===== config.mk =====
export PLATFORM = sky130hd
export DESIGN_NAME = clk_gate_ctrl_flat
export DESIGN_NICKNAME = d
export VERILOG_FILES = /design/src/rtl/clk_gate_ctrl_pkg.sv /design/src/rtl/clk_gate_ctrl_if.sv /design/src/rtl/clk_gate_ctrl.sv /design/src/flat_wrapper.sv
export SDC_FILE = /design/constraint.sdc
export NUM_CORES = 1
export LEC_CHECK = 0
export CAP_MARGIN = 20
export CORE_AREA = 2 2 68 44
export DETAILED_ROUTE_END_ITERATION = 10
export DIE_AREA = 0 0 70 46
export GPL_TIMING_DRIVEN = 0
export PLACE_DENSITY_LB_ADDON = 0.05
export REMOVE_ABC_BUFFERS = 1
export SLEW_MARGIN = 20
export SYNTH_ARGS = -nofsm -noshare
export SYNTH_HDL_FRONTEND = slang
export SYNTH_SLANG_ARGS = --single-unit

===== constraint.sdc =====
create_clock -name clk -period 1.42 [get_ports clk]
set_input_delay 0.284 -clock clk [delete_from_list [all_inputs] [get_ports clk]]
set_output_delay 0.284 -clock clk [all_outputs]
set_load 0.02 [all_outputs]

===== src/rtl/clk_gate_ctrl_pkg.sv =====
// Shared types and sizing helpers for the clock-gate controller.
// The state encoding and the shared counter width live here so that any block can reuse them.
package clk_gate_ctrl_pkg;

  typedef enum logic [2:0] {
    RUN       = 3'd0,
    IDLE_WAIT = 3'd1,
    QUIESCE   = 3'd2,
    OFF       = 3'd3,
    WAKE      = 3'd4
  } state_e;

  localparam int DEFAULT_IDLE_CYCLES = 16;
  localparam int DEFAULT_WAKE_CYCLES = 2;
  localparam int DEFAULT_CNT_W       = 16;

  // The counter only ever needs to reach max(idle, wake) - 1.
  function automatic int cnt_width(input int idle_cycles, input int wake_cycles);
    int m;
    m = (idle_cycles > wake_cycles) ? idle_cycles : wake_cycles;
    return (m < 2) ? 1 : $clog2(m);
  endfunction

  localparam int DEFAULT_TIMER_W = cnt_width(DEFAULT_IDLE_CYCLES, DEFAULT_WAKE_CYCLES);

endpackage


===== src/rtl/clk_gate_ctrl_if.sv =====
// Handshake bundle between the gating controller and the gated domain.
// gated_cycles exists only when CG_CTRL_STATS_EN is defined.
interface clk_gate_ctrl_if #(
  parameter int CNT_W = 16
);
  logic activity;
  logic wake_req;
  logic force_on;
  logic quiesce_req;
  logic quiesce_ack;
  logic clk_en;
  logic clk_ready;
  logic gated;
`ifdef CG_CTRL_STATS_EN
  logic [CNT_W-1:0] gated_cycles;
`endif

  modport master (
    input  activity, wake_req, force_on, quiesce_ack,
`ifdef CG_CTRL_STATS_EN
    output gated_cycles,
`endif
    output quiesce_req, clk_en, clk_ready, gated
  );

  modport slave (
    output activity, wake_req, force_on, quiesce_ack,
`ifdef CG_CTRL_STATS_EN
    input  gated_cycles,
`endif
    input  quiesce_req, clk_en, clk_ready, gated
  );

endinterface


===== src/rtl/clk_gate_ctrl.sv =====
// Idle-detect / wake controller driving the enable of one ICG cell.
// Optional gated-cycle statistics counter is built when CG_CTRL_STATS_EN is defined.
module clk_gate_ctrl
  import clk_gate_ctrl_pkg::*;
#(
  parameter int IDLE_CYCLES = DEFAULT_IDLE_CYCLES,
  parameter int WAKE_CYCLES = DEFAULT_WAKE_CYCLES,
  parameter int CNT_W       = DEFAULT_CNT_W
) (
  input  logic           clk,
  input  logic           rst_n,
  clk_gate_ctrl_if.master bus
);

  if (IDLE_CYCLES < 1 || IDLE_CYCLES > 65535) begin : g_bad_idle
    $error("clk_gate_ctrl: IDLE_CYCLES must be in 1..65535");
  end
  if (WAKE_CYCLES < 1 || WAKE_CYCLES > 255) begin : g_bad_wake
    $error("clk_gate_ctrl: WAKE_CYCLES must be in 1..255");
  end
  if (CNT_W < 1) begin : g_bad_cnt_w
    $error("clk_gate_ctrl: CNT_W must be at least 1");
  end

  localparam int TW = cnt_width(IDLE_CYCLES, WAKE_CYCLES);
  localparam logic [TW-1:0] IDLE_LAST = TW'(IDLE_CYCLES - 1);
  localparam logic [TW-1:0] WAKE_LAST = TW'(WAKE_CYCLES - 1);

  state_e        state, state_nxt;
  logic [TW-1:0] cnt, cnt_nxt, cnt_inc;
  logic          wake;

  assign wake    = bus.activity | bus.wake_req | bus.force_on;
  assign cnt_inc = (&cnt) ? cnt : cnt + 1'b1;

  always_comb begin
    // NOTE: defaults first so every path assigns both signals and no latch is inferred.
    state_nxt = state;
    cnt_nxt   = cnt;
    case (state)
      RUN: begin
        if (!wake) begin
          state_nxt = IDLE_WAIT;
          cnt_nxt   = '0;
        end
      end
      IDLE_WAIT: begin
        if (wake) begin
          state_nxt = RUN;
          cnt_nxt   = '0;
        end else if (cnt == IDLE_LAST) begin
          state_nxt = QUIESCE;
          cnt_nxt   = '0;
        end else begin
          cnt_nxt = cnt_inc;
        end
      end
      QUIESCE: begin
        // A late wake beats a simultaneous drain ack: never gate a busy domain.
        if (wake)                 state_nxt = RUN;
        else if (bus.quiesce_ack) state_nxt = OFF;
      end
      OFF: begin
        if (wake) begin
          state_nxt = WAKE;
          cnt_nxt   = '0;
        end
      end
      WAKE: begin
        if (cnt == WAKE_LAST) begin
          state_nxt = RUN;
          cnt_nxt   = '0;
        end else begin
          cnt_nxt = cnt_inc;
        end
      end
      default: begin
        state_nxt = WAKE;
        cnt_nxt   = '0;
      end
    endcase
  end

  // Outputs are decoded from the next state and registered, so ICG en is glitch-free.
  always_ff @(posedge clk or negedge rst_n) begin
    if (!rst_n) begin
      // NOTE: non-blocking assignments for all sequential state avoid ordering races.
      state           <= WAKE;
      cnt             <= '0;
      bus.clk_en      <= 1'b1;
      bus.clk_ready   <= 1'b0;
      bus.quiesce_req <= 1'b0;
      bus.gated       <= 1'b0;
    end else begin
      state           <= state_nxt;
      cnt             <= cnt_nxt;
      bus.clk_en      <= (state_nxt != OFF);
      bus.clk_ready   <= (state_nxt == RUN) || (state_nxt == IDLE_WAIT) ||
                         (state_nxt == QUIESCE);
      bus.quiesce_req <= (state_nxt == QUIESCE);
      bus.gated       <= (state_nxt == OFF);
    end
  end

`ifdef CG_CTRL_STATS_EN
  always_ff @(posedge clk or negedge rst_n) begin
    if (!rst_n) begin
      bus.gated_cycles <= '0;
    end else if (state == OFF && !(&bus.gated_cycles)) begin
      bus.gated_cycles <= bus.gated_cycles + 1'b1;
    end
  end
`endif

endmodule


===== src/flat_wrapper.sv =====
// flat-port wrapper written by rule: the top's interface ports become plain ports
module clk_gate_ctrl_flat import clk_gate_ctrl_pkg::*;
#(
  parameter int IDLE_CYCLES = DEFAULT_IDLE_CYCLES,
  parameter int WAKE_CYCLES = DEFAULT_WAKE_CYCLES,
  parameter int CNT_W       = DEFAULT_CNT_W
)
  (clk, rst_n, bus_activity, bus_wake_req, bus_force_on, bus_quiesce_ack, bus_quiesce_req, bus_clk_en, bus_clk_ready, bus_gated);
  clk_gate_ctrl_if #(.CNT_W(CNT_W)) bus_i ();
  input  logic clk;
  input  logic rst_n;
  input wire logic [$bits(bus_i.activity)-1:0] bus_activity;
  input wire logic [$bits(bus_i.wake_req)-1:0] bus_wake_req;
  input wire logic [$bits(bus_i.force_on)-1:0] bus_force_on;
  input wire logic [$bits(bus_i.quiesce_ack)-1:0] bus_quiesce_ack;
  output wire logic [$bits(bus_i.quiesce_req)-1:0] bus_quiesce_req;
  output wire logic [$bits(bus_i.clk_en)-1:0] bus_clk_en;
  output wire logic [$bits(bus_i.clk_ready)-1:0] bus_clk_ready;
  output wire logic [$bits(bus_i.gated)-1:0] bus_gated;
  assign bus_i.activity = bus_activity;
  assign bus_i.wake_req = bus_wake_req;
  assign bus_i.force_on = bus_force_on;
  assign bus_i.quiesce_ack = bus_quiesce_ack;
  assign bus_quiesce_req = bus_i.quiesce_req;
  assign bus_clk_en = bus_i.clk_en;
  assign bus_clk_ready = bus_i.clk_ready;
  assign bus_gated = bus_i.gated;
  clk_gate_ctrl #(.IDLE_CYCLES(IDLE_CYCLES), .WAKE_CYCLES(WAKE_CYCLES), .CNT_W(CNT_W)) u_core (.clk(clk), .rst_n(rst_n), .bus(bus_i));
endmodule

==> summary.txt <==
Clocking
  • Clk_lat worst skew: between 0.2 and 0.25 ns
  • CTS buffer count: 3
  • Root Driver: clkbuf_8
  • H-tree levels: 1
  • Clock tree buffer depth: 2
  • TritonCTS clock tree: done
  • CTS Sinks: 11
  • Worst-path clk slew: 0.05 ns

Cells and area
  • Layout cell share with drive strength beyond 1: between 20 and 30%
  • Finished Cell Area: a little under 900 sq um
  • Final std cells w/o fill: approximately 110
  • Nets: 89
  • Area grow syn2layout: 41.4%
  • Ant diodes: 0
  • Most common cell after layout, fill and taps aside: dfrtp_1
  • Most frequent cells in the layout: dfrtp_1, nor2_1, dlygate4sd2_1

Global route
  • Met2 usage: approximately 15%
  • Global-route wire length before repair: between 2000 and 3000 microns
  • Initial antenna violation count: 0
  • GR Util All Layers: about 11%
  • Met3 Use GR: roughly 4.6%
  • Most Crowded Layer GR: met2
  • Vias in the first global route: between 500 and 600
  • Largest net degree at the start of global routing: 12
  • GRT overflow: 0
  • GR Util met1: 14.8%

Pwr
  • Power density over cell area: 1130 nW/um^2
  • Worst VDD drop: about 0.47 mV
  • Leakage Power: between 0.3 and 0.4 nW

Yosys
  • Ys async rst share: 100%
  • Synthesis Warnings: 0
  • Syn_area_per_cell: approximately 9.7 sq um
  • Synth Instances: between 60 and 70
  • Netlist Area Pre-Place: a little over 600 sq um
  • Share of the synthesized area in the top cell type: 36.2%
  • Register area share after synthesis: between 40 and 50%
  • Largest cells by area after synthesis: dfrtp_1, dfstp_2, ha_1
  • #FFs+latches synth: 11
  • Synth area leader: dfrtp_1
  • EDFF count, synth: 0
  • Top FF cell, synth: dfrtp_1
  • Yosys cell types: 29

Placement
  • Pre-CTS WS: -0.626 ns
  • Routability congestion estimate: ~0.72
  • DP Wirelength: 1010 microns
  • DP Area: 746 sq um
  • Cell count after placement: roughly 110
  • I/O Buffers: 9

STA
  • Max Slew Vio Count: 0
  • Rel. slew slack: 64.7%
  • RSZ-0062 raised after global routing: yes
  • Final min period: roughly 1.5 ns
  • Worst Skew: around 0.0016 ns
  • Final setup fails: 3
  • Fin crit share: 104%
  • Final worst slack: -0.0522 ns
  • Fmax: around 680 MHz
  • Slew @ Worst Pin: approximately 0.53 ns
  • TNS Setup: -0.0868 ns
  • Final hold violation count: 0

Route
  • Vias post-DR: 499
  • DRT iter0 DRCs: 9
  • Wire per inst: roughly 12 microns
  • Pre-antenna DRT Iters: 4
  • Final WL: around 1400 microns
  • Drt via density: around 4.4
  • DRC Markers: 0
  • Routed Antenna Nets: 0

Run
  • Maxcap violations: 0

Critical path
  • Crit. End Element: flop
  • CP Max Fanout: 5
  • Critical path's largest stage delay: 0.53 ns
  • WP buf/inv: 0
  • Worst-path cell chain: or4_4 -> o2bb2ai_4 -> o2111ai_2 -> a21oi_1
  • Delay-heaviest family, CP: simple AND/OR/NAND/NOR gates
  • Critical path type: reg2reg
  • WP data required: between 1.5 and 2 ns
  • Worst path slowest cell: or4_4
  • Worst setup SP type: flop
  • CP Data Arrival Time: about 1.6 ns

Floorplan
  • Starting density of the core: a little under a quarter
  • Core area: 2670 sq um
  • Std cell rows: 15
  • Die ar.: 3220 sq um
  • Die width: 70 microns
  • Die Y: ~46 microns
  • Ports: 10

Min path
  • Hold WC Path Type: in2async

Run status
  • Failing checks: negative setup slack
  • Status: complete, but fails checks
==> flip-flops by register name (all words and copies together), names as in the netlist <==
name and flops:
u_core.bus.clk_en 1, u_core.bus.clk_ready 1, u_core.bus.quiesce_req 1, u_core.state 3
u_core.cnt 4, u_core.bus.gated 1
==> layout make-up <==
| class | count | area [sq um] |
|---|---|---|
| multi-input combinational | 47 | 383 |
| sequential | 11 | 279 |
| clock buffer | 4 | 45.0 |
| timing repair buffer | 13 | 115 |
| tap | 34 | 42.5 |
| inverter | 4 | 15.0 |
| fill | 279 | 1790 |
==> per-layer routing <==
metal / part of all wire (%) / wire length (microns)
met1: 54 / 756
met2: 41 / 579
met3: 4.3 / 60
met4: 0.85 / 12
met5: 0 / 0
==> cells by family (layout without fill, tap and decap cells) <==
group | after synthesis | after routing | synth area share [%]
buf+inv | 6 | 21 | 3.82
mux | 2 | 2 | 3.42
simple gates | 25 | 25 | 20.3
fa+ha+maj | 3 | 3 | 6.04
compound gates | 16 | 16 | 20.3
xor+xnor | 1 | 1 | 1.41
flops | 11 | 11 | 44.7
==> cell usage after synthesis (2+ instances only) <==
library cell / number
nor3b_1: 2
a21oi_1: 6
dfstp_2: 2
nand3_1: 2
ha_1: 3
o21ai_0: 2
and2b_1: 2
dfrtp_1: 9
nor2_1: 8
inv_1: 4
nand2_1: 6
==> where the power goes <==
group / internal (mW) / switching (mW) / leakage [nW]
Clock: 0.197 / 0.114 / 0.0228
Sequential: 0.356 / 0.0439 / 0.137
Combinational: 0.140 / 0.142 / 0.201
Total: 0.693 / 0.301 / 0.360
==> stage by stage <==
step	hold slack (ns)	utilization, %	power [mW]
6_report	0.398	33.0	0.994
5_1_grt	0.442	33.0	1.09
3_3_place_gp	0.602	28.0	0.629
2_1_floorplan	-0.0116	-	0.556
3_5_place_dp	0.590	28.0	0.626
4_1_cts	0.427	32.4	1.00
==> repair_timing <==
| item | CTS | global route |
|---|---|---|
| pin swaps | 5 | 5 |
| hold buffers | 0 | 0 |
| endpoints found under the setup margin | 13 | 10 |
| buffers inserted | 4 | 0 |
| gates resized for setup | 19 | 4 |
| gates cloned | 0 | 0 |
==> worst paths after layout <==
path,slack [ns],endpoint,cells after the start,startpoint
setup / recovery,-0.05,u_core.cnt[1]$_DFFE_PN0P_,4,u_core.state[2]$_DFF_PN1_
hold / removal,0.40,u_core.bus.clk_ready$_DFF_PN0_,1,rst_n
setup reg to reg,-0.05,u_core.cnt[1]$_DFFE_PN0P_,4,u_core.state[2]$_DFF_PN1_
hold reg to reg,0.58,u_core.cnt[1]$_DFFE_PN0P_,2,u_core.cnt[1]$_DFFE_PN0P_
max in group asynchronous,0.64,u_core.cnt[0]$_DFFE_PN0P_,1,rst_n
min in group clk,0.58,u_core.cnt[1]$_DFFE_PN0P_,2,u_core.cnt[1]$_DFFE_PN0P_
(Power assumes the default switching activity.)
